`config.mk`:
```
export PLATFORM = sky130hd
export DESIGN_NAME = enet_nios_counter_sched
export DESIGN_NICKNAME = d
export VERILOG_FILES = /design/src/rtl/enet_nios_counter_sched_pkg.sv /design/src/rtl/enet_nios_counter_sched_rr_pick.sv /design/src/rtl/enet_nios_counter_sched.sv
export SDC_FILE = /design/constraint.sdc
export NUM_CORES = 1
export LEC_CHECK = 0
export ABC_AREA = 1
export CAP_MARGIN = 20
export CORE_MARGIN = 10
export CORE_UTILIZATION = 42
export DETAILED_ROUTE_END_ITERATION = 16
export PLACE_DENSITY = 0.84
export SLEW_MARGIN = 20
export SYNTH_ARGS = -nofsm -noshare
export SYNTH_HDL_FRONTEND = slang
export SYNTH_SLANG_ARGS = --single-unit
```
`constraint.sdc`:
```
create_clock -name clk -period 2.25 [get_ports clk]
set_input_delay 0.225 -clock clk [delete_from_list [all_inputs] [get_ports clk]]
set_output_delay 0.225 -clock clk [all_outputs]
set_load 0.01 [all_outputs]
```
`src/rtl/enet_nios_counter_sched_pkg.sv`:
```
// Shared definitions for the counter-chain scheduler: FSM state encoding and
// a width helper for counters whose range may collapse to a single value.
package enet_nios_counter_sched_pkg;

    typedef enum logic [2:0] {
        IDLE   = 3'd0,
        LOAD   = 3'd1,
        RUN    = 3'd2,
        FINISH = 3'd3,
        ABORT  = 3'd4
    } sched_state_t;

    // clog2 that never returns 0, so a 1-value counter still gets a real bit.
    function automatic int clog2_min1(input int value);
        return (value > 1) ? $clog2(value) : 1;
    endfunction

endpackage

```
`src/rtl/enet_nios_counter_sched_rr_pick.sv`:
```
// Combinational round-robin picker: scans upward from the slot after the last
// grant, wrapping, and returns the first requester found as one-hot plus index.
module enet_nios_rr_pick #(
    parameter int NUM_REQ = 2,
    parameter int IDX_W   = 1
) (
    input  logic [NUM_REQ-1:0] i_req,
    input  logic [IDX_W-1:0]   i_last,
    output logic [NUM_REQ-1:0] o_gnt,
    output logic [IDX_W-1:0]   o_idx,
    output logic               o_valid
);

    int w_pos;

    always_comb begin
        o_gnt   = '0;
        o_idx   = '0;
        o_valid = 1'b0;
        w_pos   = 0;
        for (int k = 1; k <= NUM_REQ; k++) begin
            w_pos = int'(i_last) + k;
            if (w_pos >= NUM_REQ) begin
                w_pos = w_pos - NUM_REQ;
            end
            if (!o_valid && i_req[IDX_W'(w_pos)]) begin
                o_valid               = 1'b1;
                o_gnt[IDX_W'(w_pos)]  = 1'b1;
                o_idx                 = IDX_W'(w_pos);
            end
        end
    end

endmodule

```
`src/rtl/enet_nios_counter_sched.sv`:
```
// Shares one external loadable down-counter chain between NUM_REQ timeout
// requesters: round-robin grant, load/run/clear sequencing, prescaled decrements.
module enet_nios_counter_sched
    import enet_nios_counter_sched_pkg::*;
#(
    parameter int NUM_REQ   = 2,
    parameter int CNT_WIDTH = 16,
    parameter int PRESCALE  = 1
) (
    input  logic                           clk,
    input  logic                           reset,
    input  logic [NUM_REQ-1:0]             req,
    input  logic [NUM_REQ*CNT_WIDTH-1:0]   req_load,
    input  logic [NUM_REQ-1:0]             req_abort,
    output logic [NUM_REQ-1:0]             gnt,
    output logic [NUM_REQ-1:0]             done,
    output logic                           busy,
    output logic                           cnt_sload,
    output logic [CNT_WIDTH-1:0]           cnt_data,
    output logic                           cnt_ena,
    output logic                           cnt_sclr,
    input  logic [CNT_WIDTH-1:0]           cnt_value
);

    localparam int IW = clog2_min1(NUM_REQ);
    localparam int PW = clog2_min1(PRESCALE);
    localparam logic [PW-1:0] PRESC_MAX = PW'(PRESCALE - 1);

    sched_state_t           r_state;
    logic [NUM_REQ-1:0]     r_gnt;
    logic [IW-1:0]          r_gnt_idx;
    logic [IW-1:0]          r_last;
    logic [NUM_REQ-1:0]     r_done;
    logic                   r_busy;
    logic                   r_sload;
    logic [CNT_WIDTH-1:0]   r_cnt_data;
    logic                   r_ena;
    logic                   r_sclr;
    logic [PW-1:0]          r_presc;
    logic                   r_abort_pend;

    logic [NUM_REQ-1:0]     w_pick_gnt;
    logic [IW-1:0]          w_pick_idx;
    logic                   w_pick_valid;
    logic [CNT_WIDTH-1:0]   w_pick_load;
    logic [PW-1:0]          w_presc_next;
    logic [CNT_WIDTH-1:0]   w_value_next;
    logic                   w_abort_hit;

    enet_nios_rr_pick #(
        .NUM_REQ (NUM_REQ),
        .IDX_W   (IW)
    ) u_pick (
        .i_req   (req),
        .i_last  (r_last),
        .o_gnt   (w_pick_gnt),
        .o_idx   (w_pick_idx),
        .o_valid (w_pick_valid)
    );

    always_comb begin
        w_pick_load = '0;
        for (int k = 0; k < NUM_REQ; k++) begin
            if (w_pick_gnt[k]) begin
                w_pick_load = req_load[k*CNT_WIDTH +: CNT_WIDTH];
            end
        end
    end

    // cnt_ena is registered, so decide it from the value the chain will hold
    // next cycle; this keeps the chain from ever decrementing out of zero.
    assign w_presc_next = (r_presc == PRESC_MAX) ? '0 : r_presc + 1'b1;
    assign w_value_next = cnt_value - CNT_WIDTH'(r_ena);
    assign w_abort_hit  = |(req_abort & r_gnt);

    always_ff @(posedge clk) begin
        if (reset) begin
            r_state      <= IDLE;
            r_gnt        <= '0;
            r_gnt_idx    <= '0;
            r_last       <= IW'(NUM_REQ - 1);
            r_done       <= '0;
            r_busy       <= 1'b0;
            r_sload      <= 1'b0;
            r_cnt_data   <= '0;
            r_ena        <= 1'b0;
            r_sclr       <= 1'b1;
            r_presc      <= '0;
            r_abort_pend <= 1'b0;
        end else begin
            case (r_state)
                IDLE: begin
                    r_sclr  <= 1'b0;
                    r_sload <= 1'b0;
                    r_ena   <= 1'b0;
                    r_done  <= '0;
                    if (w_pick_valid) begin
                        r_state      <= LOAD;
                        r_gnt        <= w_pick_gnt;
                        r_gnt_idx    <= w_pick_idx;
                        r_cnt_data   <= w_pick_load;
                        r_sload      <= 1'b1;
                        r_busy       <= 1'b1;
                        r_abort_pend <= 1'b0;
                    end
                end
                // An abort seen while loading is remembered for the first RUN cycle.
                LOAD: begin
                    r_state      <= RUN;
                    r_sload      <= 1'b0;
                    r_presc      <= '0;
                    r_ena        <= (PRESCALE == 1) && (r_cnt_data != '0);
                    r_abort_pend <= w_abort_hit;
                end
                RUN: begin
                    if (r_abort_pend || w_abort_hit) begin
                        r_state <= ABORT;
                        r_ena   <= 1'b0;
                        r_sclr  <= 1'b1;
                    end else if (cnt_value == '0) begin
                        r_state <= FINISH;
                        r_ena   <= 1'b0;
                        r_sclr  <= 1'b1;
                        r_done  <= r_gnt;
                    end else begin
                        r_presc <= w_presc_next;
                        r_ena   <= (w_presc_next == PRESC_MAX) && (w_value_next != '0);
                    end
                end
                FINISH, ABORT: begin
                    r_state      <= IDLE;
                    r_gnt        <= '0;
                    r_done       <= '0;
                    r_busy       <= 1'b0;
                    r_sclr       <= 1'b0;
                    r_last       <= r_gnt_idx;
                    r_abort_pend <= 1'b0;
                end
                default: begin
                    r_state <= IDLE;
                    r_gnt   <= '0;
                    r_done  <= '0;
                    r_busy  <= 1'b0;
                    r_sload <= 1'b0;
                    r_ena   <= 1'b0;
                    r_sclr  <= 1'b1;
                end
            endcase
        end
    end

    assign gnt       = r_gnt;
    assign done      = r_done;
    assign busy      = r_busy;
    assign cnt_sload = r_sload;
    assign cnt_data  = r_cnt_data;
    assign cnt_ena   = r_ena;
    assign cnt_sclr  = r_sclr;

endmodule
```
Word-level counts from Yosys, hierarchy flattened
Index checks and enable logic that the tools add are counted.

operators by class
  add/subtract/negate cells = 6
  order comparisons = 6
  equality and inequality tests = 9
  mux-type cells = 43
  bitwise gates (word level) = 5
  reductions and logical operators = 24

operator list
  kind                   count
  $mux W16               2
  $reduce_bool A16 Y1    2
  $mux W1                22
  $logic_not A16 Y1      1
  $sub A16 B1 Y16        1
  $mux W2                5
  $reduce_and A2 Y1      5
  $mux W3                3
  $pmux W1 S3            3
  $pmux W3 S3            1
  $pmux W2 S2            2
  $eq A3 B2 Y1 const B   2
  $lt A1 B3 Y1 const B   2
  $ne A2 B2 Y1 const B   3
  $pmux W1 S2            3
  $reduce_and A3 Y1      2
  $reduce_or A2 Y1       3
  $reduce_or A3 Y1       2
  $logic_and A1 B1 Y1    4
  $add A1 B2 Y3 const B  1
  $eq A3 B1 Y1 const B   1
  $eq A3 B3 Y1 const B   1
  $ge A3 B2 Y1 const B   1
  $logic_not A3 Y1       1
  15 further kinds       20

storage, ports and cells
  register bits after elaboration = 31
  input port bits = 54
  logic and storage cells = 105

Depth between registers and ports, before layout
  word-level depth = 12
  mapped depth = 13
  mapped depth without buffers = 13

Hierarchy
From an unflattened synthesis, not the netlist that was laid out.

unflattened totals
  cells, all modules = 244
  area, all modules = 1,614.0 sq um

modules (own cells, without submodules)
  module                   times used  cells an instance  area each (sq um)
  enet_nios_counter_sched  1           237                1,577.8
  enet_nios_rr_pick        1           7                  36.3

Worst setup path before layout
No wires, ideal clock.

  path kind = register -> register
  start = register r_ena, in the netlist cnt_ena
  end = register r_ena, in the netlist cnt_ena
  arrival time = 1.195 ns
  required time = 2.141 ns
  setup slack = 0.946 ns
  cell stages (with the launch flop) = 11
  path buffers = 0
  cell sequence = dfxtp_1 > ha_1 > nand3_1 > o21ai_0 > inv_1 > nor2_1 > nand3_1 > nand2_1 > nand3_1 > nand2_1 > inv_1

on the way
  word-level cells in the longest chain between the ends = 6

ends and longest elaborated chain
  element                 line                            text
  start, declared         enet_nios_counter_sched.sv:37   logic r_ena;
  start signal, assigned  enet_nios_counter_sched.sv:112  r_ena <= (PRESCALE == 1) && (r_cnt_data != '0);
  start signal, assigned  enet_nios_counter_sched.sv:127  r_ena <= (w_presc_next == PRESC_MAX) && (w_value_next != '0);
  $sub A16 B1 Y16         enet_nios_counter_sched.sv:73   assign w_value_next = cnt_value - CNT_WIDTH'(r_ena);
  $reduce_bool A16 Y1     enet_nios_counter_sched.sv:127
  $logic_and A1 B1 Y1     enet_nios_counter_sched.sv:127
  $mux W1                 enet_nios_counter_sched.sv:120  end else if (cnt_value == '0) begin
  $mux W1                 enet_nios_counter_sched.sv:116  if (r_abort_pend || w_abort_hit) begin
  $pmux W1 S3             enet_nios_counter_sched.sv:91   case (r_state)

Every way passes these cells.
A chain may end at the register's enable or synchronous reset.

Final worst setup path
  start = register r_gnt[0], in the netlist gnt[0]
  end = output gnt[0]

RTL lines
  element                 line                           text
  start, declared         enet_nios_counter_sched.sv:30  logic [NUM_REQ-1:0] r_gnt;
  start signal, assigned  enet_nios_counter_sched.sv:99  r_gnt <= w_pick_gnt;
  end, declared           enet_nios_counter_sched.sv:15  output logic [NUM_REQ-1:0] gnt,

No word-level cell between the ends.

==> impl_summary.txt <==
----------------------------------------------------
[Flow run]
  Max capacitance violation total ... 0

[Clock tree]
  Latest clock arrival within the worst-skew pair ... 0.33 ns
  Cts bufs inserted ... 3
  Number of buffers inserted for hold repair after clock tree synthesis ... 0
  Number of resized instances in the post-cts repair step ... 0
  TritonCTS clock tree ... yes
  Total number of clock tree sinks ... 28
  Clock transition at path regs ... 0.15 ns
  H-tree depth ... 1
  Post-CTS Setup Inserts ... 0
  Maximum clock insertion buffer count ... 2
  Root Buffer ... sky130_fd_sc_hd__clkbuf_4

[Worst setup path]
  Arrival time of the worst setup path ... approximately 1.3 ns
  Reg2reg start ... r_state[0]
  Worst setup path start ... gnt[0]
  Cell depth of the worst setup path ... 1
  Data required time at the worst endpoint ... between 2 and 2.5 ns
  Top fanout value on the critical path ... 5
  Crit path max-delay family ... buffers and inverters
  Largest stage delay, worst path ... 0.57 ns
  Flop2flop setup slack ... roughly 0.81 ns
  CP Buf/Inv Count ... 1
  Slowest library cell on the worst path ... sky130_fd_sc_hd__clkdlybuf4s50_1
  Logic depth of the worst register-to-register path ... 9
  R2r endpoint ... cnt_data[0]
  Crit path cell chain ... clkdlybuf4s50_1
  CP Launch Type ... flop
  Crit Path Class ... reg -> out
  Setup crit end kind ... output pin

[Yosys]
  Post-synthesis register bit count ... 28
  Cells after synthesis ... roughly 210
  Synthesized cell area ... 0.00145 sq mm
  Distinct cell type count after synthesis ... 27
  Portion of the post-synthesis area used by sequential elements ... 38.8%
  Yosys warning total ... 0
  Most used flip-flop cell after synthesis ... sky130_fd_sc_hd__dfxtp_1
  Mean instance size in the synthesized netlist ... 6.85 sq um
  Async set-reset flop share out of synthesis ... 0%
  Post-synth EDFFs ... 0

[Detailed routing]
  Remaining routing DRC violations ... 0
  Vias ... 1488
  Number of vias per cell ... 4.74
  Average detailed-routed wire length per instance ... roughly 12 um
  Wirelength, routed ... 3820 um
  1st-pass router iterations ... 4
  Antenna-violating nets left ... 0
  Initial detailed-routing violation count ... 101

[STA]
  Setup repair after global routing missed its margin ... false
  Upper clock frequency limit ... 0.645 GHz
  Fraction of the cycle the final worst path needs ... 68.9%
  Number of setup violations in the final report ... 0
  Crit path time final ... 1.55 ns
  Final Slew Violations ... 0
  Count of final hold-check violations ... 0
  Worst hold slack ... ~0.42 ns
  Final setup skew ... 0.00390 ns
  Total negative slack for setup checks ... 0 ns

[Floorplan]
  Die outline width ... 78.7 um
  Ports placed on the boundary ... 78
  Overall die height ... around 80 um
  Initial standard-cell utilization of the core ... between 40% and 50%
  Area of the die ... 0.00619 sq mm
  Core area ... between 0.003 and 0.004 sq mm
  Standard-cell row count ... 21

[Power]
  Total power per unit cell area ... approximately 810 mW/mm^2
  Peak supply drop ... between 0.5 and 0.6 mV
  Leakage ... 0.848 nW

[Layout]
  Fraction of layout instances using a drive strength above 1 ... 11.9%
  ANT cells ... 0
  Final net count ... 324
  Post-Route Utilization ... 62.4%
  Synth-to-layout area growth ... 44.2%

[Global route]
  Antenna violations before repair ... 0
  Total grt overflow ... 0
  Pin count of the biggest net entering global routing ... 20
  Number of global-route vias before repair ... around 1500
  Wire length of the first global-routing pass ... 6580 um
  Global router's overall resource usage ... 12.6%

[Placement]
  Gpl congestion ... 0.893
  Number of port buffers ... 57
  Detailed-placement wirelength estimate ... roughly 3100 um

[Outcome]
  Status ... finished, final reports clean

[Worst hold path]
  HP Class ... in -> reg
  Hold path endpoint ... cnt_data[5]
  Hold Crit Start ... req_load[5]
  Hold depth ... 3

----------------------------------------------------
sequential cells by signal, indices dropped and copies added, names as in the netlist:
name          count
cnt_sclr          1
r_gnt_idx         1
cnt_data         16
r_last            1
busy              1
gnt               1
cnt_sload         1
cnt_ena           1
done              1
r_state           3
r_abort_pend      1
placed cells by master (no fill, tap or decap), drive strengths merged:
cell,n
a21oi,22
nor3,1
o21ai,9
dfxtp,28
clkinv,1
nand4,2
clkdlybuf4s50,57
o22ai,1
a211oi,1
inv,22
nand3,10
clkbuf,3
o211ai,1
conb,2
nor2,37
nor4,2
buf,2
nand2,64
bufinv,1
ha,1
a21o,1
cells by family (layout without fill, tap and decap cells):
logic type,count (synthesis),after routing,share of synthesized area (%)
simple gates,116,116,34.4
compound gates,35,35,15.4
buf+inv,30,86,10.3
flops,28,28,38.8
fa+ha+maj,1,1,0.866
other cells,1,2,0.259
per-stage QoR:
step | cell area (sq um) | worst slack, ns | power (mW) | cells
3_3_place_gp | 2030 | 0.521 | 1.36 | 310
5_1_grt | 2080 | 0.637 | 1.82 | 314
2_1_floorplan | 1450 | 0.946 | 1.11 | 212
6_report | 2080 | 0.700 | 1.70 | 314
3_5_place_dp | 2030 | 0.496 | 1.38 | 310
4_1_cts | 2080 | 0.684 | 1.71 | 314
cells in the mapped netlist (3+ instances only):
cell                      instances  area (sq um)
sky130_fd_sc_hd__nand2_2         11          68.8
sky130_fd_sc_hd__inv_1           20          75.1
sky130_fd_sc_hd__buf_4            3          22.5
sky130_fd_sc_hd__a21oi_2          9          78.8
sky130_fd_sc_hd__a21oi_1         13          65.1
sky130_fd_sc_hd__nand3_1         10          50.1
sky130_fd_sc_hd__nand2_1         53           199
sky130_fd_sc_hd__dfxtp_1         28           561
sky130_fd_sc_hd__nor2_1          35           131
sky130_fd_sc_hd__o21ai_0          9          45.0
area by class of cell:
type                            count  area [sq um]
Clock buffer                        3          22.5
Clock inverter                      1          30.0
Multi-Input combinational cell    154           739
Inverter                           23          87.6
Tap cell                           46          57.6
Timing Repair Buffer               59           586
Sequential cell                    28           561
Fill cell                         323          1250
where the power goes:
| group | total, mW | internal, mW | leakage, nW | switching [mW] |
|---|---|---|---|---|
| Combinational | 0.701 | 0.330 | 0.590 | 0.371 |
| Sequential | 0.663 | 0.592 | 0.230 | 0.0716 |
| Clock | 0.332 | 0.180 | 0.0279 | 0.152 |
| Total | 1.70 | 1.10 | 0.848 | 0.594 |
how the worst max path moves through the flow:
stage                         end  slack, ns
after global placement    cnt_ena       0.52
final                      gnt[0]       0.70
after detailed placement  cnt_ena       0.50
after global routing       gnt[0]       0.64
after CTS                  gnt[0]       0.68
after floorplan           cnt_ena       0.95
metal layers:
metal / track usage [%] / vias to the layer above / wire length [um]
li1: - / 782 / -
met1: 14.2 / 657 / 1610
met2: 21.2 / 45 / 1850
met3: 5.24 / 4 / 309
met4: 3.58 / 0 / 57
met5: 0 / - / 0
No activity file was read; power rests on OpenSTA's default activity.
==> patch (config.mk and constraints unchanged) <==
`NUM_REQ` is set to 2 in 2 places; all go to 4.
--- a/src/rtl/enet_nios_counter_sched_rr_pick.sv
+++ b/src/rtl/enet_nios_counter_sched_rr_pick.sv
@@ -2,5 +2,5 @@
 // grant, wrapping, and returns the first requester found as one-hot plus index.
 module enet_nios_rr_pick #(
-    parameter int NUM_REQ = 2,
+    parameter int NUM_REQ = 4,
     parameter int IDX_W   = 1
 ) (
--- a/src/rtl/enet_nios_counter_sched.sv
+++ b/src/rtl/enet_nios_counter_sched.sv
@@ -4,5 +4,5 @@
     import enet_nios_counter_sched_pkg::*;
 #(
-    parameter int NUM_REQ   = 2,
+    parameter int NUM_REQ   = 4,
     parameter int CNT_WIDTH = 16,
     parameter int PRESCALE  = 1
Interface: changed (5 resized); port bits go from 78 to 118. No check against the original RTL was run, so the function may have changed too.
==> patch against the original RTL <==
  * Non-clock buffer count grew 70
  * Register-to-register slack worse by 0.70 ns
  * Worst setup slack got worse by 0.59 ns
  * Via count increased by 130%
  * Combinational power increased to 4.6 times the old value
  * First-iteration DRC count grew 93%
  * Sequential cell count up 8
  * Routed wire length grew to 2.5 times the old value
  * Die area rose by 71%
  * Design area grew 110%
  * Clock skew hardly changed
  * Power rose to 2.8 times the old value
  * Area after synthesis rose by 100%
  * Sequential share of layout area shrank 10 points
  * Critical path type is now reg2reg
  * Critical endpoint is now cnt_data[15]
  * Largest cell class unchanged
==> patch: results (changes against the original RTL) <==
* Run status: finished clean (unchanged)
* Top delay family on crit path: simple AND/OR/NAND/NOR gates (was buffers and inverters)
* Antenna diodes at 0 (unchanged)
* Top cells by count, synth: 117 x nand2_1, 52 x nor2_1, 43 x inv_1 (was 53 x nand2_1, 35 x nor2_1, 28 x dfxtp_1)
* Post-Syn Nets at 539
* Largest net degree at the start of global routing at 22 (was 20)
* Clk_skew at 0.00367 ns (was 0.00390 ns)
* GRT Total Usage at 17.0% (was 12.6%)
* First-pass GRT wire length at 14700 microns (was 6580 microns)
* Sequential share of the synthesized area at 24.9% (was 38.8%)
* Primary FF master, synth: dfxtp_1 (unchanged)
* Fin nets at 661 (was 324)
* Count of cell types in the netlist at 38 (was 27)
* Initial antenna violation count at 0 (unchanged)
* DP Wirelength at 7680 microns (was 3130 microns)
* Register-to-Register Path Depth at 14 (was 9)
* IO buf count at 117 (was 57)
* Number of global-route vias before repair at 3146 (was 1469)
* WL/cell at 15.1 microns (was 12.2 microns)
* Max Transition Viols Final at 0 (unchanged)
* Worst-path fanout max at 16 (was 5)
* Peak VDD IR at 0.626 mV (was 0.571 mV)
* Worst Hold Depth at 2 (was 3)
* Max reg flops at 16 (unchanged)
* CP max stage cell: ha_2 (was clkdlybuf4s50_1)
* Post-place setup slack at -0.00759 ns (was 0.496 ns)
* Vias/cell at 5.23 (was 4.74)
* Synth Warn # at 0 (unchanged)
* Pre-antenna DRT Iters at 5 (was 4)
* Worst path max stage delay at 0.37 ns (was 0.57 ns)
* WP data arrival at 2.33 ns (was 1.32 ns)
* Worst Hold Class: reg2reg (was in2reg)
* Clock buffer depth at 2 (unchanged)
* Clock slew at reported path FFs at 0.08 ns (was 0.15 ns)
* Layout filler cell count at 597 (was 323)
* Area contributors post-synth: dfxtp_1 25%, nand2_1 15%, a21oi_1 7.3%, nor2_1 6.8%, nand3_1 6.2% (was dfxtp_1 39%, nand2_1 14%, nor2_1 9.1%, a21oi_2 5.5%, inv_1 5.2%)
* H-Tree Depth at 2 (was 1)
* Ratio of cells with drive above 1 in the final layout at 14.4% (was 11.9%)
* Slew HR at 62.1%
* Ys async rst share at 0% (unchanged)
* Worst-Skew Late Latency at 0.30 ns (was 0.33 ns)
* Iteration-0 DRC count of the detailed router at 195 (was 101)
* Final Wtd Congestion at 0.926 (was 0.893)
* LEAKAGE at 1.83 nW (was 0.848 nW)
* Num CTS Buffers at 5 (was 3)
* Clock root buffer master: clkbuf_8 (was clkbuf_4)
## patch: cell types whose count changed after synthesis, sizes merged, moves of 2 or more
cell / change
a21oi: +32
nor2: +21
nand3: +42
buf: +6
o21ai: +2
ha: +8
nor4: +4
dfxtp: +8
inv: +26
nand2: +67
nand4: +5
## patch: power by group
part	leakage (nW)	total, W	internal, W	switching (W)
registers	0.294	0.00105	0.000877	0.000175
clock network	0.0479	0.000467	0.000216	0.000251
logic	1.48	0.00323	0.00133	0.00191
## patch: logic make-up (layout without fill, tap and decap cells)
| group | Yosys count | after routing | share of synthesized area [%] |
|---|---|---|---|
| flops | 36 | 36 | 24.9 |
| buf+inv | 64 | 186 | 11.4 |
| compound gates | 72 | 72 | 15.3 |
| xor+xnor | 1 | 1 | 0.303 |
| fa+ha+maj | 9 | 9 | 3.89 |
| simple gates | 258 | 259 | 44.1 |
## patch: final timing paths
kind | end | startpoint | slack, ns
setup reg to reg | cnt_data[15] | r_last[1] | 0.11
hold reg to reg | done[2] | done[2] | 0.47
hold / removal | done[2] | done[2] | 0.47
setup / recovery | cnt_data[15] | r_last[1] | 0.11
## patch: timing repair
item,in CTS,in global routing
resized for setup,0,8
setup buffers,0,1
setup endpoints to repair,0,19
## patch: final cells by class
class	instances	share of cell area, %
multi-input combinational	341	44.1
inverter	49	4.45
sequential	36	16.9
timing repair buffer	129	30.1
tap	80	2.34
clock buffer	5	1.61
clock inverter	3	0.439
## patch: metal layers
metal,wire length (microns),part of all wire (%),vias to the layer above,global-route usage (%)
met2,4850,50,132,30.7
li1,-,-,1683,-
met4,206,2.1,0,4.49
met5,0,0,-,0
met1,3850,40,1527,19.3
met3,780,8.1,21,4.56
## patch: worst min-delay path: stages (launching register included)
cell     delay [ns]
dfxtp_1        0.31
nand2_1        0.06
a21oi_1        0.05
## patch: per-stage QoR
step | cells | util (%) | area, sq um
global route | 643 | 63.3 | 4270
global placement | 633 | 60.9 | 4120
CTS | 641 | 62.2 | 4210
detailed placement | 633 | 60.9 | 4120
floorplan | 440 | - | 2890
finish | 643 | 63.3 | 4270
